<file path="config.mk">
export PLATFORM = sky130hd
export DESIGN_NAME = lc3_mem_port
export DESIGN_NICKNAME = d
export VERILOG_FILES = /design/src/rtl/lc3_mem_pkg.sv /design/src/rtl/lc3_wbuf.sv /design/src/rtl/lc3_mem_port.sv
export SDC_FILE = /design/constraint.sdc
export NUM_CORES = 1
export LEC_CHECK = 0
export CAP_MARGIN = 25
export CELL_PAD_IN_SITES_DETAIL_PLACEMENT = 0
export CELL_PAD_IN_SITES_GLOBAL_PLACEMENT = 2
export CORE_AREA = 2 2 167 169
export CTS_CLUSTER_DIAMETER = 30
export CTS_CLUSTER_SIZE = 8
export DETAILED_ROUTE_END_ITERATION = 8
export DIE_AREA = 0 0 169 171
export GPL_ROUTABILITY_DRIVEN = 0
export PLACE_DENSITY = 0.75
export SLEW_MARGIN = 20
export SYNTH_ARGS = -nofsm -noshare
export SYNTH_HDL_FRONTEND = slang
export SYNTH_HIERARCHICAL = 1
export SYNTH_SLANG_ARGS = --single-unit
</file>
<file path="constraint.sdc">
create_clock -name clk -period 5.1 [get_ports clk]
set_input_delay 0.51 -clock clk [delete_from_list [all_inputs] [get_ports clk]]
set_output_delay 0.51 -clock clk [all_outputs]
set_load 0.02 [all_outputs]
</file>
<file path="src/rtl/lc3_mem_pkg.sv">
// Shared types and default widths for the LC-3 memory port and its write buffer.
package lc3_mem_pkg;

  localparam int LC3_DATA_W = 16;
  localparam int LC3_ADDR_W = 16;

  typedef enum logic {
    IDLE,
    RD_WAIT
  } port_state_t;

  typedef struct packed {
    logic [LC3_ADDR_W-1:0] addr;
    logic [LC3_DATA_W-1:0] data;
  } wbuf_entry_t;

endpackage

</file>
<file path="src/rtl/lc3_wbuf.sv">
// Circular write buffer with a parallel address search that returns the youngest matching entry.
module lc3_wbuf
  import lc3_mem_pkg::*;
#(
  parameter int DATA_W = LC3_DATA_W,
  parameter int ADDR_W = LC3_ADDR_W,
  parameter int DEPTH  = 4,
  localparam int PTR_W = $clog2(DEPTH),
  localparam int CNT_W = $clog2(DEPTH + 1)
) (
  input  logic              clk,
  input  logic              rst,
  input  logic              push,
  input  logic [ADDR_W-1:0] push_addr,
  input  logic [DATA_W-1:0] push_data,
  input  logic              pop,
  output logic [ADDR_W-1:0] head_addr,
  output logic [DATA_W-1:0] head_data,
  input  logic [ADDR_W-1:0] search_addr,
  output logic              hit,
  output logic [DATA_W-1:0] hit_data,
  output logic [CNT_W-1:0]  count,
  output logic              full
);

  typedef struct packed {
    logic [ADDR_W-1:0] addr;
    logic [DATA_W-1:0] data;
  } entry_t;

  entry_t             entries [DEPTH];
  logic [PTR_W-1:0]   wr_ptr;
  logic [PTR_W-1:0]   rd_ptr;
  logic [PTR_W-1:0]   idx;
  logic               push_ok;
  logic               pop_ok;

  assign full    = (count == CNT_W'(DEPTH));
  assign push_ok = push & ~full;
  assign pop_ok  = pop & (count != '0);

  assign head_addr = entries[rd_ptr].addr;
  assign head_data = entries[rd_ptr].data;

  always_ff @(posedge clk) begin
    if (push_ok) begin
      entries[wr_ptr].addr <= push_addr;
      entries[wr_ptr].data <= push_data;
    end
  end

  always_ff @(posedge clk or negedge rst) begin
    if (!rst) begin
      wr_ptr <= '0;
      rd_ptr <= '0;
      count  <= '0;
    end else begin
      if (push_ok) wr_ptr <= wr_ptr + PTR_W'(1);
      if (pop_ok)  rd_ptr <= rd_ptr + PTR_W'(1);
      case ({push_ok, pop_ok})
        2'b10:   count <= count + CNT_W'(1);
        2'b01:   count <= count - CNT_W'(1);
        default: count <= count;
      endcase
    end
  end

  // Walk oldest to youngest so the last match (the youngest write) wins.
  always_comb begin
    hit      = 1'b0;
    hit_data = '0;
    idx      = '0;
    for (int i = 0; i < DEPTH; i++) begin
      idx = rd_ptr + PTR_W'(i);
      if ((CNT_W'(i) < count) && (entries[idx].addr == search_addr)) begin
        hit      = 1'b1;
        hit_data = entries[idx].data;
      end
    end
  end

  assert property (@(posedge clk) disable iff (!rst) count <= CNT_W'(DEPTH));

endmodule

</file>
<file path="src/rtl/lc3_mem_port.sv">
// LC-3 core-to-memory port: posted writes through a write buffer, reads forwarded from the
// buffer on a hit or fetched from a fixed-latency memory on a miss.
module lc3_mem_port
  import lc3_mem_pkg::*;
#(
  parameter int DATA_W     = LC3_DATA_W,
  parameter int ADDR_W     = LC3_ADDR_W,
  parameter int WBUF_DEPTH = 4,
  parameter int RD_LAT     = 2,
  localparam int CNT_W     = $clog2(WBUF_DEPTH + 1),
  localparam int LAT_W     = $clog2(RD_LAT + 1)
) (
  input  logic              clk,
  input  logic              rst,
  input  logic              cpu_req,
  input  logic              cpu_we,
  input  logic [ADDR_W-1:0] cpu_addr,
  input  logic [DATA_W-1:0] cpu_wdata,
  output logic              cpu_ready,
  output logic              cpu_rvalid,
  output logic [DATA_W-1:0] cpu_rdata,
  output logic [ADDR_W-1:0] mem_addr,
  output logic [DATA_W-1:0] mem_wdata,
  output logic              mem_we,
  output logic              mem_re,
  input  logic [DATA_W-1:0] mem_rdata,
  input  logic              mem_stall,
  output logic [CNT_W-1:0]  wbuf_count
);

  port_state_t        state_q, state_d;
  logic [LAT_W-1:0]   lat_q, lat_d;
  logic               rvalid_q, rvalid_d;
  logic [DATA_W-1:0]  rdata_q, rdata_d;

  logic               wb_hit;
  logic               wb_full;
  logic [DATA_W-1:0]  wb_hit_data;
  logic [ADDR_W-1:0]  wb_head_addr;
  logic [DATA_W-1:0]  wb_head_data;
  logic [CNT_W-1:0]   wb_count;

  logic               rd_req;
  logic               wr_req;
  logic               rd_ready;
  logic               rd_accept;
  logic               rd_miss;
  logic               wr_accept;
  logic               drain;

  lc3_wbuf #(
    .DATA_W (DATA_W),
    .ADDR_W (ADDR_W),
    .DEPTH  (WBUF_DEPTH)
  ) u_wbuf (
    .clk         (clk),
    .rst         (rst),
    .push        (wr_accept),
    .push_addr   (cpu_addr),
    .push_data   (cpu_wdata),
    .pop         (drain),
    .head_addr   (wb_head_addr),
    .head_data   (wb_head_data),
    .search_addr (cpu_addr),
    .hit         (wb_hit),
    .hit_data    (wb_hit_data),
    .count       (wb_count),
    .full        (wb_full)
  );

  // A read miss owns the memory port in its accept cycle; the drain takes whatever is left.
  assign rd_req    = cpu_req & ~cpu_we;
  assign wr_req    = cpu_req & cpu_we;
  assign rd_ready  = (state_q == IDLE) & (wb_hit | ~mem_stall);
  assign cpu_ready = rst & (cpu_we ? ~wb_full : rd_ready);
  assign rd_accept = rst & rd_req & rd_ready;
  assign rd_miss   = rd_accept & ~wb_hit;
  assign wr_accept = rst & wr_req & ~wb_full;
  assign drain     = rst & (wb_count != '0) & ~mem_stall & ~rd_miss;

  assign mem_re    = rd_miss;
  assign mem_we    = drain;
  assign mem_addr  = rd_miss ? cpu_addr : wb_head_addr;
  assign mem_wdata = wb_head_data;

  assign cpu_rvalid = rvalid_q;
  assign cpu_rdata  = rdata_q;
  assign wbuf_count = wb_count;

  always_ff @(posedge clk or negedge rst) begin
    if (!rst) begin
      state_q  <= IDLE;
      lat_q    <= '0;
      rvalid_q <= 1'b0;
      rdata_q  <= '0;
    end else begin
      state_q  <= state_d;
      lat_q    <= lat_d;
      rvalid_q <= rvalid_d;
      rdata_q  <= rdata_d;
    end
  end

  // Hits complete in one cycle from IDLE; misses count down RD_LAT cycles in RD_WAIT.
  always_comb begin
    state_d  = state_q;
    lat_d    = lat_q;
    rvalid_d = 1'b0;
    rdata_d  = rdata_q;
    case (state_q)
      IDLE: begin
        if (rd_accept && wb_hit) begin
          rvalid_d = 1'b1;
          rdata_d  = wb_hit_data;
        end else if (rd_miss) begin
          state_d = RD_WAIT;
          lat_d   = LAT_W'(RD_LAT - 1);
        end
      end
      RD_WAIT: begin
        if (lat_q == '0) begin
          state_d  = IDLE;
          rvalid_d = 1'b1;
          rdata_d  = mem_rdata;
        end else begin
          lat_d = lat_q - LAT_W'(1);
        end
      end
      default: state_d = IDLE;
    endcase
  end

  assert property (@(posedge clk) disable iff (!rst) !(mem_we && mem_re));

endmodule

</file>
==> run summary <==
Fin Hold WS: 0.460 ns
Unique masters post-synth: 72
main combinational cell family by area after synthesis: multiplexers
post-synthesis adder-cell area fraction: 0.0116
total routed wirelength: 28,300 um
ant diodes: 0
pin count of the biggest net entering global routing: 78
hold buffer count at CTS: 0
Max VDD drop: 0.221 mV
vias in the first global route: 7,519
mapped cell area: 10,700 um^2
worst-margin pin slew: 1.02 ns
placed cell count: 1,221
Worst Path Max Fanout: 17
fin crit share: 0.963
Area Growth Syn to Fin: 18.5%
Rows: 61
Main synth FF type: edfxtp_1
Worst-path clk slew: 0.07 ns
Mapped Cells: 806
PD cells: 526 nW/um^2
first-pass GRT wire length: 43,600 um
post-DP HPWL: 19,700 um
WL per Instance: 22.5 um
commonest cells after routing, fill and taps aside: 128 x edfxtp_1, 106 x clkdlybuf4s50_1, 98 x mux2i_1
final non-filler cell area: 12,700 um^2
clk buf depth: 2
Fill cells: 2,463
final setup vio count: 0
H-tree depth: 4
max_cap viols: 0
clock root cell: clkbuf_16
Worst setup EP type: primary output
NetSw: 0.00258 W
post-synthesis compound-gate area fraction: 0.103
crit-path cells: buf_4 -> mux2i_1 -> xnor2_1 -> a2111oi_0 -> o211ai_1 -> or4_4 -> and2_4 -> nand2_1 -> or3_1 -> buf_6 -> mux2_2 -> clkdlybuf4s50_1
Async S/R FF share, synth: 0.174
die width: 169 um
syn_area_per_cell: 13.3 um^2
initial antenna violation count: 0
Clock Power Share: 0.192
commonest non-fill, non-tap cell in the layout: edfxtp_1
YS warnings: 6
Max-slew headroom: 0.321
combinational power share: 0.551
post-synthesis mux area share: 0.279
critical path class: register to primary output
FMAX: 204 MHz
Final Max Tran Viols: 0
Switching Share: 0.385
remaining global-route overflow: 0
XOR/XNOR Fraction of Synth Area: 0.0546
vias: 7,424
Arr. time, crit path: 4.40 ns
number of synthesized flops with an enable pin: 128
die area: 28,900 um^2
core area: 27,300 um^2
share of layout cells above drive strength 1: 0.205
dpl cell area: 12,000 um^2
Antenna Nets Post-Route: 0
RSZ-0062 raised after global routing: no
Lkg Pwr: 4.54 nW
Synth Net Count: 869
Yosys reg bits: 155
Worst setup SP type: register
TNS Setup: 0 ns
drt pass-1 iters: 5
WP data required: 4.59 ns
Starting Density: 0.393
Flop pwr share: 0.257
Worst-Skew Late Latency: 0.43 ns
vias per cell: 5.89
Crit-path slowest cell: dfrtp_4
Hold Vio Cnt, Final: 0
worst hold path type: input pin to async pin
fin cells: 1,261
Pint: 0.00412 W
Total GRT Usage: 0.199
final net count: 965
post-layout minimum cycle time: 4.91 ns
outcome: finished, final reports clean
Chip Height: 171 um
number of I/O pins: 108
Post-route DRC: 0
clock sink total: 155
Crit path largest cell delay: 0.60 ns
Seq/Total Area, Yosys: 0.420
CTS buffer count: 17
Iter 0 DRT Violations: 656
Synth Area in Simple Gates: 0.0754
Final Skew: 0.0108 ns
port bufs: 107
CTS tree: built
==> power by group through the flow <==
stage,Combinational (W),Sequential [W],Clock [W]
after floorplan,0.00272,0.00172,0
after global placement,0.00353,0.00176,0
after detailed placement,0.00358,0.00178,0
after CTS,0.00367,0.00172,0.00131
after global routing,0.00397,0.00174,0.00136
final,0.00370,0.00172,0.00128
==> synth_stat cells, drive strengths merged, types with 3 or more instances <==
library cell,n,area [um^2]
a211o,3,26.3
a211oi,20,155
a21oi,27,135
a221o,17,170
a22oi,11,82.6
a31oi,4,25.0
a41oi,6,52.6
and2,7,48.8
buf,54,470
clkbuf,20,77.6
dfrtp,27,676
edfxtp,128,3840
ha,10,125
inv,13,48.8
mux2,27,338
mux2i,99,991
mux4,73,1670
nand2,16,60.1
nand2b,4,25.0
nand3,7,40.0
nand4,6,37.5
nor2,17,66.3
nor2b,39,244
nor3,13,70.1
nor4,3,40.0
o2111ai,3,26.3
o21a,12,90.1
o21ai,22,114
o221ai,3,26.3
o22ai,13,81.3
or3,9,56.3
xnor2,52,455
xor2,15,131
==> timing repair <==
item                                    4_1_cts  5_1_grt
resized for setup                             0        5
gates cloned                                  0        1
pin swaps                                     0        0
endpoints found under the setup margin       16       17
buffers inserted                              2        5
==> registers in the layout, summed over array words and instances (netlist names) <==
name            cells
u_wbuf/count        3
cpu_rvalid          1
u_wbuf/wr_ptr       2
lat_q               2
u_wbuf/rd_ptr       2
u_wbuf/entries    128
state_q             1
cpu_rdata          16
==> worst max-delay path, delay by kind of cell, from the launching register on <==
kind / cells / cell delay, ns
multiplexers: 2 / 0.66
buffers and inverters: 3 / 0.95
AO/OA/AOI/OAI: 2 / 0.65
XOR/XNOR: 1 / 0.10
AND/OR/NAND/NOR: 4 / 0.99
flip-flops: 1 / 0.60
==> metal layers <==
layer  track usage  up-vias  share of wire  wire, um
met5             0        -              0         0
met4        0.0609        0          0.023       640
met3        0.0273       41          0.044      1260
met2         0.343      215           0.50     14200
met1         0.261     3781           0.43     12200
li1              -     3387              -         -
==> cell type report <==
cell class              instances  area (um^2)  share of cell area
flip-flops and latches        155         4530               0.355
multi-input cells             564         5640               0.443
repair buffers                151         1500               0.118
clock inverters                14          161              0.0127
clock buffers                  18          429              0.0337
well taps                     346          433              0.0340
inverters                      13         48.8             0.00383
==> per-stage QoR <==
step | setup WS (ns) | total power (W) | util
floorplan | 0.129 | 0.00444 | -
global placement | 0.408 | 0.00529 | 0.441
detailed placement | 0.365 | 0.00536 | 0.441
CTS | 0.0174 | 0.00669 | 0.463
global route | 0.00649 | 0.00707 | 0.466
finish | 0.188 | 0.00670 | 0.466
==> cell families (layout without fill, tap and decap cells) <==
logic type | count (synthesis) | after routing
fa+ha+maj | 10 | 10
compound gates | 154 | 154
flops | 155 | 155
xor+xnor | 67 | 67
buf+inv | 87 | 196
mux | 199 | 199
simple gates | 134 | 134
==> path summary, 6_finish.rpt <==
path	from	to	slack, ns	cells after the start
worst max-delay path	u_wbuf/rd_ptr[1]$_DFFE_PN0P_	mem_addr[15]	0.19	12
worst min-delay path	rst	lat_q[1]$_DFFE_PN0P_	0.46	1
worst max register to register	u_wbuf/rd_ptr[1]$_DFFE_PN0P_	u_wbuf/count[2]$_DFFE_PN0P_	0.64	16
worst min register to register	cpu_rdata[0]$_DFFE_PN0P_	cpu_rdata[0]$_DFFE_PN0P_	0.54	1
max in group asynchronous	rst	u_wbuf/rd_ptr[1]$_DFFE_PN0P_	3.88	2
min in group clk	cpu_rdata[0]$_DFFE_PN0P_	cpu_rdata[0]$_DFFE_PN0P_	0.54	1
Power figures use the tool's default switching activity.
